`src/rtl/mq_pass_state_tracker_pkg.sv`:
```
// Shared definitions for the MQ pass-state tracker: pass codes and FSM state encoding.
package mq_pkg;

  localparam int PASS_IDLE = 0;
  localparam int PASS_SP   = 1;
  localparam int PASS_MRP  = 2;
  localparam int PASS_CP   = 3;

  typedef enum logic [1:0] {
    ST_IDLE   = 2'd0,
    ST_CODING = 2'd1,
    ST_DONE   = 2'd2
  } state_t;

endpackage

```
`src/rtl/mq_pass_state_tracker_if.sv`:
```
// Flush-logic / packer side signals of the pass-state tracker, grouped with driver and tracker views.
interface mq_pass_state_tracker_if #(
  parameter int NUM_PASS = 3,
  parameter int PASS_W   = 2,
  parameter int BP_W     = 5,
  parameter int CNT_W    = 7
);
  logic                blk_start;
  logic [BP_W-1:0]     num_bp_in;
  logic [PASS_W-1:0]   data_valid_pass_reg;
  logic [PASS_W-1:0]   word_last_valid;
  logic                word_last_flag;
  logic                flush_over;
  logic [NUM_PASS-1:0] word_last;
  logic                bp_code_over;
  logic [BP_W-1:0]     bp_index;
  logic [CNT_W-1:0]    pass_cnt;
  logic                busy;
  logic                blk_code_over;

  modport master (
    output blk_start, num_bp_in, data_valid_pass_reg, word_last_valid, word_last_flag, flush_over,
    input  word_last, bp_code_over, bp_index, pass_cnt, busy, blk_code_over
  );

  modport slave (
    input  blk_start, num_bp_in, data_valid_pass_reg, word_last_valid, word_last_flag, flush_over,
    output word_last, bp_code_over, bp_index, pass_cnt, busy, blk_code_over
  );
endinterface

```
`src/rtl/mq_pass_last_latch.sv`:
```
// One pass's last-word flag; a load beats a clear, and rise flags a 0->1 load for the pass counter.
module mq_pass_last_latch (
  input  logic clk,
  input  logic rst_syn,
  input  logic en,
  input  logic load,
  input  logic clr,
  input  logic d,
  output logic q,
  output logic rise
);
  logic r_q;

  always_ff @(posedge clk) begin
    if (rst_syn) begin
      r_q <= 1'b0;
    end else if (en) begin
      if (load)     r_q <= d;
      else if (clr) r_q <= 1'b0;
    end
  end

  assign q    = r_q;
  assign rise = en & load & d & ~r_q;
endmodule

```
`src/rtl/mq_pass_state_tracker.sv`:
```
// Per-block bit-plane sequencer with per-pass last-word flags, pass counter and completion pulses.
module mq_pass_state_tracker #(
  parameter int NUM_PASS = 3,
  parameter int PASS_W   = 2,
  parameter int BP_W     = 5,
  parameter int CNT_W    = 7
) (
  input  logic                    clk,
  input  logic                    rst_syn,
  mq_pass_state_tracker_if.slave  bus
);
  import mq_pkg::*;

  localparam logic [CNT_W-1:0] CNT_MAX = '1;

  state_t              r_state, w_state_nxt;
  logic [BP_W-1:0]     r_bp_index, w_bp_index_nxt;
  logic                r_bp_code_over, r_busy, r_blk_code_over;
  logic [CNT_W-1:0]    r_pass_cnt;
  logic                w_coding, w_start, w_start_clr;
  logic [NUM_PASS-1:0] w_load, w_rise, w_q;

  assign w_coding    = (r_state == ST_CODING);
  assign w_start     = (r_state == ST_IDLE) && bus.blk_start;
  assign w_start_clr = w_start && (bus.num_bp_in != '0);

  always_comb begin
    w_state_nxt    = r_state;
    w_bp_index_nxt = r_bp_index;
    unique case (r_state)
      ST_IDLE: begin
        if (bus.blk_start) begin
          if (bus.num_bp_in == '0) begin
            w_state_nxt    = ST_DONE;
            w_bp_index_nxt = '0;
          end else begin
            w_state_nxt    = ST_CODING;
            w_bp_index_nxt = bus.num_bp_in - BP_W'(1);
          end
        end
      end
      ST_CODING: begin
        if (r_bp_code_over) begin
          if (r_bp_index == '0) w_state_nxt    = ST_DONE;
          else                  w_bp_index_nxt = r_bp_index - BP_W'(1);
        end
      end
      ST_DONE: w_state_nxt = ST_IDLE;
      default: w_state_nxt = ST_IDLE;
    endcase
  end

  always_ff @(posedge clk) begin
    if (rst_syn) begin
      r_state         <= ST_IDLE;
      r_bp_index      <= '0;
      r_bp_code_over  <= 1'b0;
      r_busy          <= 1'b0;
      r_blk_code_over <= 1'b0;
      r_pass_cnt      <= '0;
    end else begin
      r_state         <= w_state_nxt;
      r_bp_index      <= w_bp_index_nxt;
      r_bp_code_over  <= w_coding & bus.flush_over;
      // busy follows the next state so it is high exactly while the FSM sits in CODING
      r_busy          <= (w_state_nxt == ST_CODING);
      r_blk_code_over <= (r_state == ST_DONE);
      if (w_start)
        r_pass_cnt <= '0;
      else if ((|w_rise) && (r_pass_cnt != CNT_MAX))
        r_pass_cnt <= r_pass_cnt + CNT_W'(1);
    end
  end

  for (genvar k = 1; k <= NUM_PASS; k++) begin : g_pass
    assign w_load[k-1] = w_coding &&
                         (bus.word_last_valid == PASS_W'(k)) &&
                         (bus.data_valid_pass_reg == PASS_W'(k));

    mq_pass_last_latch u_latch (
      .clk     (clk),
      .rst_syn (rst_syn),
      .en      (w_coding | w_start_clr),
      .load    (w_load[k-1]),
      .clr     (r_bp_code_over | w_start_clr),
      .d       (bus.word_last_flag),
      .q       (w_q[k-1]),
      .rise    (w_rise[k-1])
    );
  end

  assign bus.word_last     = w_q;
  assign bus.bp_code_over  = r_bp_code_over;
  assign bus.bp_index      = r_bp_index;
  assign bus.pass_cnt      = r_pass_cnt;
  assign bus.busy          = r_busy;
  assign bus.blk_code_over = r_blk_code_over;
endmodule

```
`src/flat_wrapper.sv`:
```
// flat-port wrapper written by rule: the top's interface ports become plain ports
module mq_pass_state_tracker_flat import mq_pkg::*;
#(
  parameter int NUM_PASS = 3,
  parameter int PASS_W   = 2,
  parameter int BP_W     = 5,
  parameter int CNT_W    = 7
)
  (clk, rst_syn, bus_blk_start, bus_num_bp_in, bus_data_valid_pass_reg, bus_word_last_valid, bus_word_last_flag, bus_flush_over, bus_word_last, bus_bp_code_over, bus_bp_index, bus_pass_cnt, bus_busy, bus_blk_code_over);
  mq_pass_state_tracker_if #(.NUM_PASS(NUM_PASS), .PASS_W(PASS_W), .BP_W(BP_W), .CNT_W(CNT_W)) bus_i ();
  input  logic clk;
  input  logic rst_syn;
  input wire logic [$bits(bus_i.blk_start)-1:0] bus_blk_start;
  input wire logic [$bits(bus_i.num_bp_in)-1:0] bus_num_bp_in;
  input wire logic [$bits(bus_i.data_valid_pass_reg)-1:0] bus_data_valid_pass_reg;
  input wire logic [$bits(bus_i.word_last_valid)-1:0] bus_word_last_valid;
  input wire logic [$bits(bus_i.word_last_flag)-1:0] bus_word_last_flag;
  input wire logic [$bits(bus_i.flush_over)-1:0] bus_flush_over;
  output wire logic [$bits(bus_i.word_last)-1:0] bus_word_last;
  output wire logic [$bits(bus_i.bp_code_over)-1:0] bus_bp_code_over;
  output wire logic [$bits(bus_i.bp_index)-1:0] bus_bp_index;
  output wire logic [$bits(bus_i.pass_cnt)-1:0] bus_pass_cnt;
  output wire logic [$bits(bus_i.busy)-1:0] bus_busy;
  output wire logic [$bits(bus_i.blk_code_over)-1:0] bus_blk_code_over;
  assign bus_i.blk_start = bus_blk_start;
  assign bus_i.num_bp_in = bus_num_bp_in;
  assign bus_i.data_valid_pass_reg = bus_data_valid_pass_reg;
  assign bus_i.word_last_valid = bus_word_last_valid;
  assign bus_i.word_last_flag = bus_word_last_flag;
  assign bus_i.flush_over = bus_flush_over;
  assign bus_word_last = bus_i.word_last;
  assign bus_bp_code_over = bus_i.bp_code_over;
  assign bus_bp_index = bus_i.bp_index;
  assign bus_pass_cnt = bus_i.pass_cnt;
  assign bus_busy = bus_i.busy;
  assign bus_blk_code_over = bus_i.blk_code_over;
  mq_pass_state_tracker #(.NUM_PASS(NUM_PASS), .PASS_W(PASS_W), .BP_W(BP_W), .CNT_W(CNT_W)) u_core (.clk(clk), .rst_syn(rst_syn), .bus(bus_i));
endmodule
```
`config.mk`:
```
export PLATFORM = sky130hd
export DESIGN_NAME = mq_pass_state_tracker_flat
export DESIGN_NICKNAME = d
export VERILOG_FILES = /design/src/rtl/mq_pass_state_tracker_pkg.sv /design/src/rtl/mq_pass_state_tracker_if.sv /design/src/rtl/mq_pass_last_latch.sv /design/src/rtl/mq_pass_state_tracker.sv /design/src/flat_wrapper.sv
export SDC_FILE = /design/constraint.sdc
export NUM_CORES = 1
export LEC_CHECK = 0
export CAP_MARGIN = 10
export CORE_MARGIN = 2
export CORE_UTILIZATION = 61
export DETAILED_ROUTE_END_ITERATION = 7
export DONT_BUFFER_PORTS = 1
export PLACE_DENSITY = 0.77
export SYNTH_ARGS = -nofsm -noshare
export SYNTH_HDL_FRONTEND = slang
export SYNTH_SLANG_ARGS = --single-unit
```
`constraint.sdc`:
```
create_clock -name clk -period 1.8 [get_ports clk]
set_clock_uncertainty 0.1 [all_clocks]
set_input_delay 0.18 -clock clk [delete_from_list [all_inputs] [get_ports clk]]
set_output_delay 0.18 -clock clk [all_outputs]
set_load 0.01 [all_outputs]
```
# Word-level counts from Yosys, hierarchy flattened
# Cells that the tools add are included.
# totals
rom_bits	0
latchBits	0
ff_bits	20
n_memories	0
output_inout_bits	18
ram_bits	0
wordCells	77
# classes
add_sub_neg	3
shifts	0
multipliers	0
eq_ne	13
n_bitwise	15
order_cmp	0
mux	14
div	0
reduce_logical	23
# ops
op	n
5-bit two-way mux	4
1-bit AND	10
2-bit == test, second input constant	5
5-bit logical NOT	2
5-bit case mux with 2 select lines	1
5-bit by 1-bit subtractor with 5-bit output, second input constant	2
1-bit logical AND	9
2-bit by 1-bit == test with 1-bit output, second input constant	4
2-bit two-way mux	4
2-bit nonzero test	4
7-bit by 1-bit adder with 7-bit output, second input constant	1
7-bit != test, second input constant	1
2-bit AND reduction	3
5-bit nonzero test	1
1-bit two-way mux	4
2-bit != test, second input constant	2
2-bit case mux with 2 select lines	1
4-bit AND reduction	1
1-bit NOT	3
3-bit OR reduction	1
2-bit logical NOT	1
2-bit by 1-bit != test with 1-bit output, second input constant	1
1-bit bitwise OR	2
2-bit OR reduction	1

# Depth between registers and ports, before layout
# Gate-level depths: netlist of run 1.
# depth
word_depth	9
ltp_mapped	6
depth_no_buf	6

# By module
# From an unflattened synthesis of run 1, not the netlist that was laid out.
# hier_totals
hier_cells	129
area_unflattened_um2	1088.5
# modules_own_cells
mod	area_per_inst_um2	n_inst	cells_per_inst	seq_area_each_um2
mq_pass_state_tracker	942.2	1	111	340.3
mq_pass_last_latch	48.8	3	6	20.0

# Worst setup path after synthesis of run 1
# No wires, ideal clock.
# synth_timing
path_kind	reg-to-reg
from	register u_core.r_bp_index[0], in the netlist u_core.bus.bp_index[0]
to	register u_core.r_bp_index[1], in the netlist u_core.bus.bp_index[1]
path_stages_with_launch	7
t_required_ns	1.566
arrival_ns	1.291
synth_period_minus_slack_ns	1.525
setup_slack_ns	0.275
n_path_buf	0
setup_ns	0.134
cell_sequence	dfxtp_1 > inv_1 > ha_1 > nor4b_2 > o21ba_2 > nor3_1 > a211oi_1
# synth_between
elab_chain_cells	4
elab_cells_between_ends	7
classes_between	1 x add/sub; 1 x eq/ne; 3 x mux; 2 x reduce/logical
# synth_rtl
item	line	text
from (decl)	mq_pass_state_tracker.sv:17	logic [BP_W-1:0] r_bp_index, w_bp_index_nxt;
from (signal assigned)	mq_pass_state_tracker.sv:63	r_bp_index <= w_bp_index_nxt;
5-bit by 1-bit subtractor with 5-bit output	mq_pass_state_tracker.sv:45	else w_bp_index_nxt = r_bp_index - BP_W'(1);
5-bit two-way mux	mq_pass_state_tracker.sv:44	if (r_bp_index == '0) w_state_nxt = ST_DONE;
5-bit two-way mux	mq_pass_state_tracker.sv:43	if (r_bp_code_over) begin
5-bit case mux with 2 select lines	mq_pass_state_tracker.sv:30	unique case (r_state)
# Several ways; a longest one is shown, not always the timed one. The select of a mux whose other input is x is not followed.
# A chain may end at the register's enable or synchronous reset.

# Worst setup path after layout of run 1
# layout_timing
from	register u_core.r_state[1]
to	register u_core.r_pass_cnt[2], in the netlist u_core.bus.pass_cnt[2]
# layout_between
elab_chain_cells	9
elab_cells_between_ends	23
classes_between	1 x eq/ne; 10 x bitwise; 12 x reduce/logical
# layout_rtl
item	line	text
from (decl)	mq_pass_state_tracker.sv:16	state_t r_state, w_state_nxt;
from (signal assigned)	mq_pass_state_tracker.sv:62	r_state <= w_state_nxt;
2-bit logical NOT	mq_pass_state_tracker.sv:24	assign w_start = (r_state == ST_IDLE) && bus.blk_start;
1-bit logical AND	mq_pass_state_tracker.sv:24	
1-bit logical AND	mq_pass_state_tracker.sv:25	assign w_start_clr = w_start && (bus.num_bp_in != '0);
1-bit bitwise OR	mq_pass_state_tracker.sv:83	.en (w_coding | w_start_clr),
1-bit AND (3 in a row)	mq_pass_last_latch.sv:24	assign rise = en & load & d & ~r_q;
3-bit OR reduction	mq_pass_state_tracker.sv:70	else if ((|w_rise) && (r_pass_cnt != CNT_MAX))
1-bit logical AND	mq_pass_state_tracker.sv:70	
to (signal assigned)	mq_pass_state_tracker.sv:71	r_pass_cnt <= r_pass_cnt + CNT_W'(1);
to (decl)	mq_pass_state_tracker.sv:19	logic [CNT_W-1:0] r_pass_cnt;
# Several ways; a longest one is shown, not always the timed one.

==> qor.csv, run 1 <==
metric,value,unit
Via-to-Cell Ratio,6.33,
total number of vias,1108,
# IOs,32,
"Reg clk slew, reported paths",0.11,ns
Post-synth EDFFs,0,
most frequent cell after synthesis,dfxtp_1,
die width,48.7,microns
crit path max fanout,9,
initial antenna violation count,0,
R2R Path End,u_core.bus.pass_cnt[2],
drt initial violations,20,
worst skew pair latency,0.30,ns
outcome,completed,
root buf cell,clkbuf_4,
area share of the largest cell type after synthesis,0.328,
Area Growth Syn to Fin,11.3,%
Switching Fraction,0.284,
flop-to-flop setup slack,0.11,ns
Mapped Cells,140,
Chip Height,48.7,microns
Pwr Total,0.000928,W
largest cells by area after synthesis,"dfxtp_1 (33%), ha_1 (5.1%), mux2i_1 (4.9%)",
clock sink count,20,
DRC violations left,0,
fillers,160,
Multi-input gate area,764,sq um
grt ovf,0,
Routed Antenna Nets,0,
Placement Rows,16,
Reg2Reg Launch Point,u_core.r_state[1],
"Distinct cells, synth",41,
Fin Setup TNS,0,ns
syn nets,159,
HP Class,in -> reg,
Tcrit/Tclk final,0.936,
full die area,2370,sq um
Starting Density,0.635,
final WL,2700,microns
Final Setup Violations,0,
number of global-route vias before repair,1101,
Worst Tran Pin Value,0.643,ns
Critical Path RT,1.93,ns
Clock power frac,0.283,
# nets final,168,
Setup crit end,u_core.bus.pass_cnt[2],
total iterations of the first detailed-routing run,4,
final instance area,1360,sq um
unrepaired setup endpoints after global routing,no,
Core ar.,1920,sq um
Psw,0.000264,W
area occupied by registers,403,sq um
maximum clock path buffer count,2,
largest net degree at the start of global routing,19,
clock buffer count from CTS,3,
share of layout cells above drive strength 1,0.135,
Leakage,0.501,nW
"top cells by count, synth","dfxtp_1 (20), a21oi_1 (11), nand2_1 (10), nor3_1 (8)",
total track usage,0.241,
WL/cell,15.4,microns
PortBufs,0,
CP Class,reg -> reg,
sequential group share of total power,0.528,
Synth Flop Type,dfxtp_1,
Final Wtd Congestion,0.885,
CP Capture Type,flop,
FMAX,593,MHz
hold wc startpoint,rst_syn,
CTS tree,done,
reg2reg path depth,5,
Yosys top cell by area,dfxtp_1,
peak supply drop,0.000462,V
Final HPWL DP,2020,microns
first-pass GRT wire length,4550,microns
Syn. warnings,0,
H-tree levels,1,
Max Transition Viols Final,0,
Post-DP Area,1240,sq um
cell-internal power,0.000665,W
Final min period,1.69,ns
#FFs+latches synth,20,
combinational share of power,0.189,
Power Density,684,nW/um^2
worst hold slack,0.0400,ns
Critical Path Source,u_core.r_state[1],
Final Hold Viols,0,
Antenna diodes,0,
crit path DAT,1.82,ns
post-synthesis cell area,1220,sq um
max-cap viol count,0,
"Seq/Total Area, Yosys",0.328,
CP startpoint kind,flop,
syn avg cell area,8.71,sq um
Max transition margin,0.570,
"FFs w/ async S/R, synth",0,
layer usage:
layer / GRT usage / routed length [microns] / up-vias
met5: 0 / 0 / -
met2: 0.413 / 1360 / 43
met3: 0.0648 / 181 / 7
li1: - / - / 539
met4: 0.105 / 40 / 0
met1: 0.281 / 1120 / 519
logic make-up after synthesis:
| family | Yosys count | synth area share |
|---|---|---|
| and+or+nand+nor | 57 | 0.296 |
| AOI/OAI and AO/OA | 37 | 0.206 |
| DFF | 20 | 0.328 |
| buffers and inverters | 13 | 0.0523 |
| muxes | 7 | 0.0585 |
| adders and majority gates | 5 | 0.0513 |
| xor gates and xnor gates | 1 | 0.00718 |
layout make-up:
type,instances,area share
Clock buffer,4,0.0267
Inverter,6,0.0166
Timing Repair Buffer,11,0.0719
Multi-Input combinational cell,107,0.563
Tap cell,27,0.0249
Sequential cell,20,0.297
power by group through the flow:
| stage | clock network, W | logic, W | registers [W] |
|---|---|---|---|
| detailed placement | 0 | 0.000153 | 0.000498 |
| global placement | 0 | 0.000150 | 0.000497 |
| global route | 0.000280 | 0.000194 | 0.000494 |
| floorplan | 0 | 0.000125 | 0.000494 |
| finish | 0.000263 | 0.000175 | 0.000490 |
| CTS | 0.000266 | 0.000167 | 0.000488 |
metrics by stage:
stage / setup slack (ns) / std cells / utilization
after detailed placement: 0.139 / 164 / 0.646
after global placement: 0.159 / 164 / 0.646
final: 0.114 / 175 / 0.706
after CTS: 0.0241 / 174 / 0.697
after global routing: 0.0338 / 175 / 0.706
after floorplan: 0.275 / 140 / -
worst min-delay path by stage:
stage	cells past startpoint	slack [ns]	endpoint
floorplan	2	0.23	u_core.g_pass[1].u_latch.q
global placement	1	0.15	u_core.g_pass[2].u_latch.q
detailed placement	1	0.15	u_core.bus.bp_index[2]
CTS	3	0.04	u_core.bus.bp_index[0]
global route	3	0.04	u_core.bus.bp_index[0]
finish	2	0.04	u_core.bus.pass_cnt[6]
state kept, by name, summed over array words and instances, names as in the netlist:
signal and cells:
u_core.bus.bp_code_over 1, u_core.bus.pass_cnt 7, u_core.bus.busy 1, u_core.bus.blk_code_over 1, u_core.g_pass.u_latch.q 3, u_core.r_state 2
u_core.bus.bp_index 5
worst max-delay path: stages, from the launching register on:
cell and delay [ns]:
dfxtp_2 0.38, and4b_2 0.34, buf_4 0.13, o211ai_4 0.10
a211oi_1 0.33, mux2i_1 0.24
placed cells by master (no fill, tap or decap), types with 2 or more instances in the layout:
cell type,count
a211oi_1,7
a21oi_1,11
buf_4,5
clkbuf_4,3
dfxtp_1,18
dfxtp_2,2
dlygate4sd3_1,6
ha_1,5
inv_1,6
mux2i_1,6
nand2_1,10
nand2b_1,2
nand3_1,7
nand4_1,2
nor2_1,6
nor3_1,8
nor3b_1,3
o211ai_1,3
o21ai_0,7
or3_1,6
timing repair:
item / CTS / global route
setup endpoints to repair: 0 / 6
hold buffers: 6 / 0
resized for setup: 0 / 3
buffers inserted: 0 / 1
endpoints found under the hold margin: 18 / 0
Note: power is estimated with default switching activity, not from simulation.
==> run 2: changes to the inputs <==
--- a/config.mk
+++ b/config.mk
@@ -8,6 +8,7 @@
 export CAP_MARGIN = 10
 export CORE_MARGIN = 2
 export CORE_UTILIZATION = 61
+export CTS_BUF_LIST = sky130_fd_sc_hd__clkbuf_16
 export DETAILED_ROUTE_END_ITERATION = 7
 export DONT_BUFFER_PORTS = 1
 export PLACE_DENSITY = 0.77
==> qor.csv, run 2 (same netlist as run 1, synthesis figures left out) <==
metric,value,unit,change
Hold Path Depth,2,,unchanged
clock buffer count from CTS,3,,unchanged
HP Class,in -> reg,,unchanged
crit path max fanout,9,,unchanged
Final Hold Viols,0,,unchanged
total iterations of the first detailed-routing run,4,,unchanged
share of layout cells above drive strength 1,0.128,,was 0.135
worst hold slack,0.00840,ns,was 0.0400 ns
Core ar.,1920,sq um,unchanged
root buf cell,clkbuf_16,,was clkbuf_4
area occupied by registers,402,sq um,was 403 sq um
Worst Tran Pin Value,0.555,ns,was 0.643 ns
worst skew pair latency,0.26,ns,was 0.30 ns
"Reg clk slew, reported paths",0.05,ns,was 0.11 ns
WL/cell,16.0,microns,was 15.4 microns
outcome,completed,,unchanged
fillers,151,,was 160
CTS tree,done,,unchanged
Antenna diodes,0,,unchanged
Final HPWL DP,2020,microns,unchanged
Final Wtd Congestion,0.885,,unchanged
Starting Density,0.635,,unchanged
drt initial violations,17,,was 20
final WL,2800,microns,was 2700 microns
# IOs,32,,unchanged
Final Setup Violations,0,,unchanged
post-layout util,0.727,,was 0.706
Critical Path Max Stage Delay,0.57,ns,was 0.38 ns
unrepaired setup endpoints after global routing,no,,unchanged
Multi-input gate area,764,sq um,unchanged
number of global-route vias before repair,1093,,was 1101
Max transition margin,0.629,,was 0.570
CP cell instances,and4b_2 -> nand4_1 -> dlygate4sd3_1 -> a21oi_1,,was and4b_2 -> buf_4 -> o211ai_4 -> a211oi_1 -> mux2i_1
PortBufs,0,,unchanged
CP Capture Type,flop,,unchanged
Area Growth Syn to Fin,14.5,%,was 11.3%
Power Density,810,nW/um^2,was 684 nW/um^2
Via-to-Cell Ratio,6.38,,was 6.33
Worst path slowest cell,dlygate4sd3_1,,was dfxtp_2
Final min period,1.70,ns,was 1.69 ns
Placement Rows,16,,unchanged
"commonest non-fill, non-tap cell in the layout",dfxtp_1,,unchanged
Chip Height,48.7,microns,unchanged
H-tree levels,1,,unchanged
Routed Antenna Nets,0,,unchanged
Leakage,0.522,nW,was 0.501 nW
peak supply drop,0.000605,V,was 0.000462 V
CP startpoint kind,flop,,unchanged
first-pass GRT wire length,4630,microns,was 4550 microns
die width,48.7,microns,unchanged
Max Transition Viols Final,0,,unchanged
reg2reg path depth,4,,was 5
grt ovf,0,,unchanged
Tcrit/Tclk final,0.945,,was 0.936
maximum clock path buffer count,2,,unchanged
largest net degree at the start of global routing,14,,was 19
FMAX,588,MHz,was 593 MHz
CP Class,reg -> reg,,unchanged
initial antenna violation count,0,,unchanged
# nets final,168,,unchanged
total number of vias,1116,,was 1108
max-cap viol count,0,,unchanged
DRC violations left,0,,unchanged
Critical Path RT,1.82,ns,was 1.93 ns
most frequent cells in the layout,"dfxtp_1 (19), a21oi_1 (11), nand2_1 (10)",,"was dfxtp_1 (18), a21oi_1 (11), nand2_1 (10)"
Pwr Total,0.00113,W,was 0.000928 W
clock sink count,20,,unchanged
crit path DAT,1.72,ns,was 1.82 ns
total track usage,0.251,,was 0.241
Largest register FFs,7,,unchanged
Fin Setup TNS,0,ns,unchanged
full die area,2370,sq um,unchanged
-- run 2: cell types whose count changed in the layout (fill, tap and decap cells not counted), sizes merged --
cell and change:
buf +1, clkbuf -1, clkinv +1, dlygate4sd3 -1
-- run 2: path summary, 6_finish.rpt --
kind / from / to / slack, ns
setup / recovery: u_core.r_state[1] / u_core.g_pass[3].u_latch.q / 0.1
hold reg to reg: u_core.r_state[0] / u_core.bus.blk_code_over / 0.42
setup reg to reg: u_core.r_state[1] / u_core.g_pass[3].u_latch.q / 0.1
hold / removal: rst_syn / u_core.bus.pass_cnt[3] / 0.008
-- run 2: layer usage --
metal,part of all wire,global-route usage,vias to the layer above
met5,0,0,-
met4,0.017,0.143,0
met3,0.060,0.0802,5
met2,0.50,0.411,32
met1,0.42,0.287,539
li1,-,-,540
-- run 2: through the flow --
step | worst slack, ns | std cells | cell area (sq um)
3_3_place_gp | 0.159 | 164 | 1240
3_5_place_dp | 0.139 | 164 | 1240
4_1_cts | 0.0377 | 173 | 1370
6_report | 0.0983 | 175 | 1400
2_1_floorplan | 0.275 | 140 | 1220
5_1_grt | 0.0419 | 175 | 1400
-- run 2: worst max-delay path, delay by kind of cell, from the launching register on --
| kind | cells | cell delay, ns |
|---|---|---|
| simple gates | 2 | 0.37 |
| flops | 1 | 0.46 |
| compound gates | 1 | 0.07 |
| buf+inv | 1 | 0.57 |
-- run 2: layout make-up --
type                       instances  share of cell area
multi-input combinational        107               0.547
clock buffer                       3              0.0538
timing repair buffer              11              0.0681
inverter                           6              0.0161
tap                               27              0.0242
sequential                        20               0.288
clock inverter                     1             0.00269
-- run 2: repair_timing --
action                                  in CTS  in global routing
resized for setup                            0                  2
endpoints found under the setup margin       0                  3
endpoints found under the hold margin       13                  0
hold buffers                                 5                  0
setup buffers                                0                  2
-- run 2: power breakdown --
part | switching (W) | internal, W | total (W) | leakage (nW)
logic | 0.0000946 | 0.0000815 | 0.000176 | 0.320
registers | 0.0000298 | 0.000461 | 0.000491 | 0.163
clock network | 0.000167 | 0.000296 | 0.000464 | 0.0385
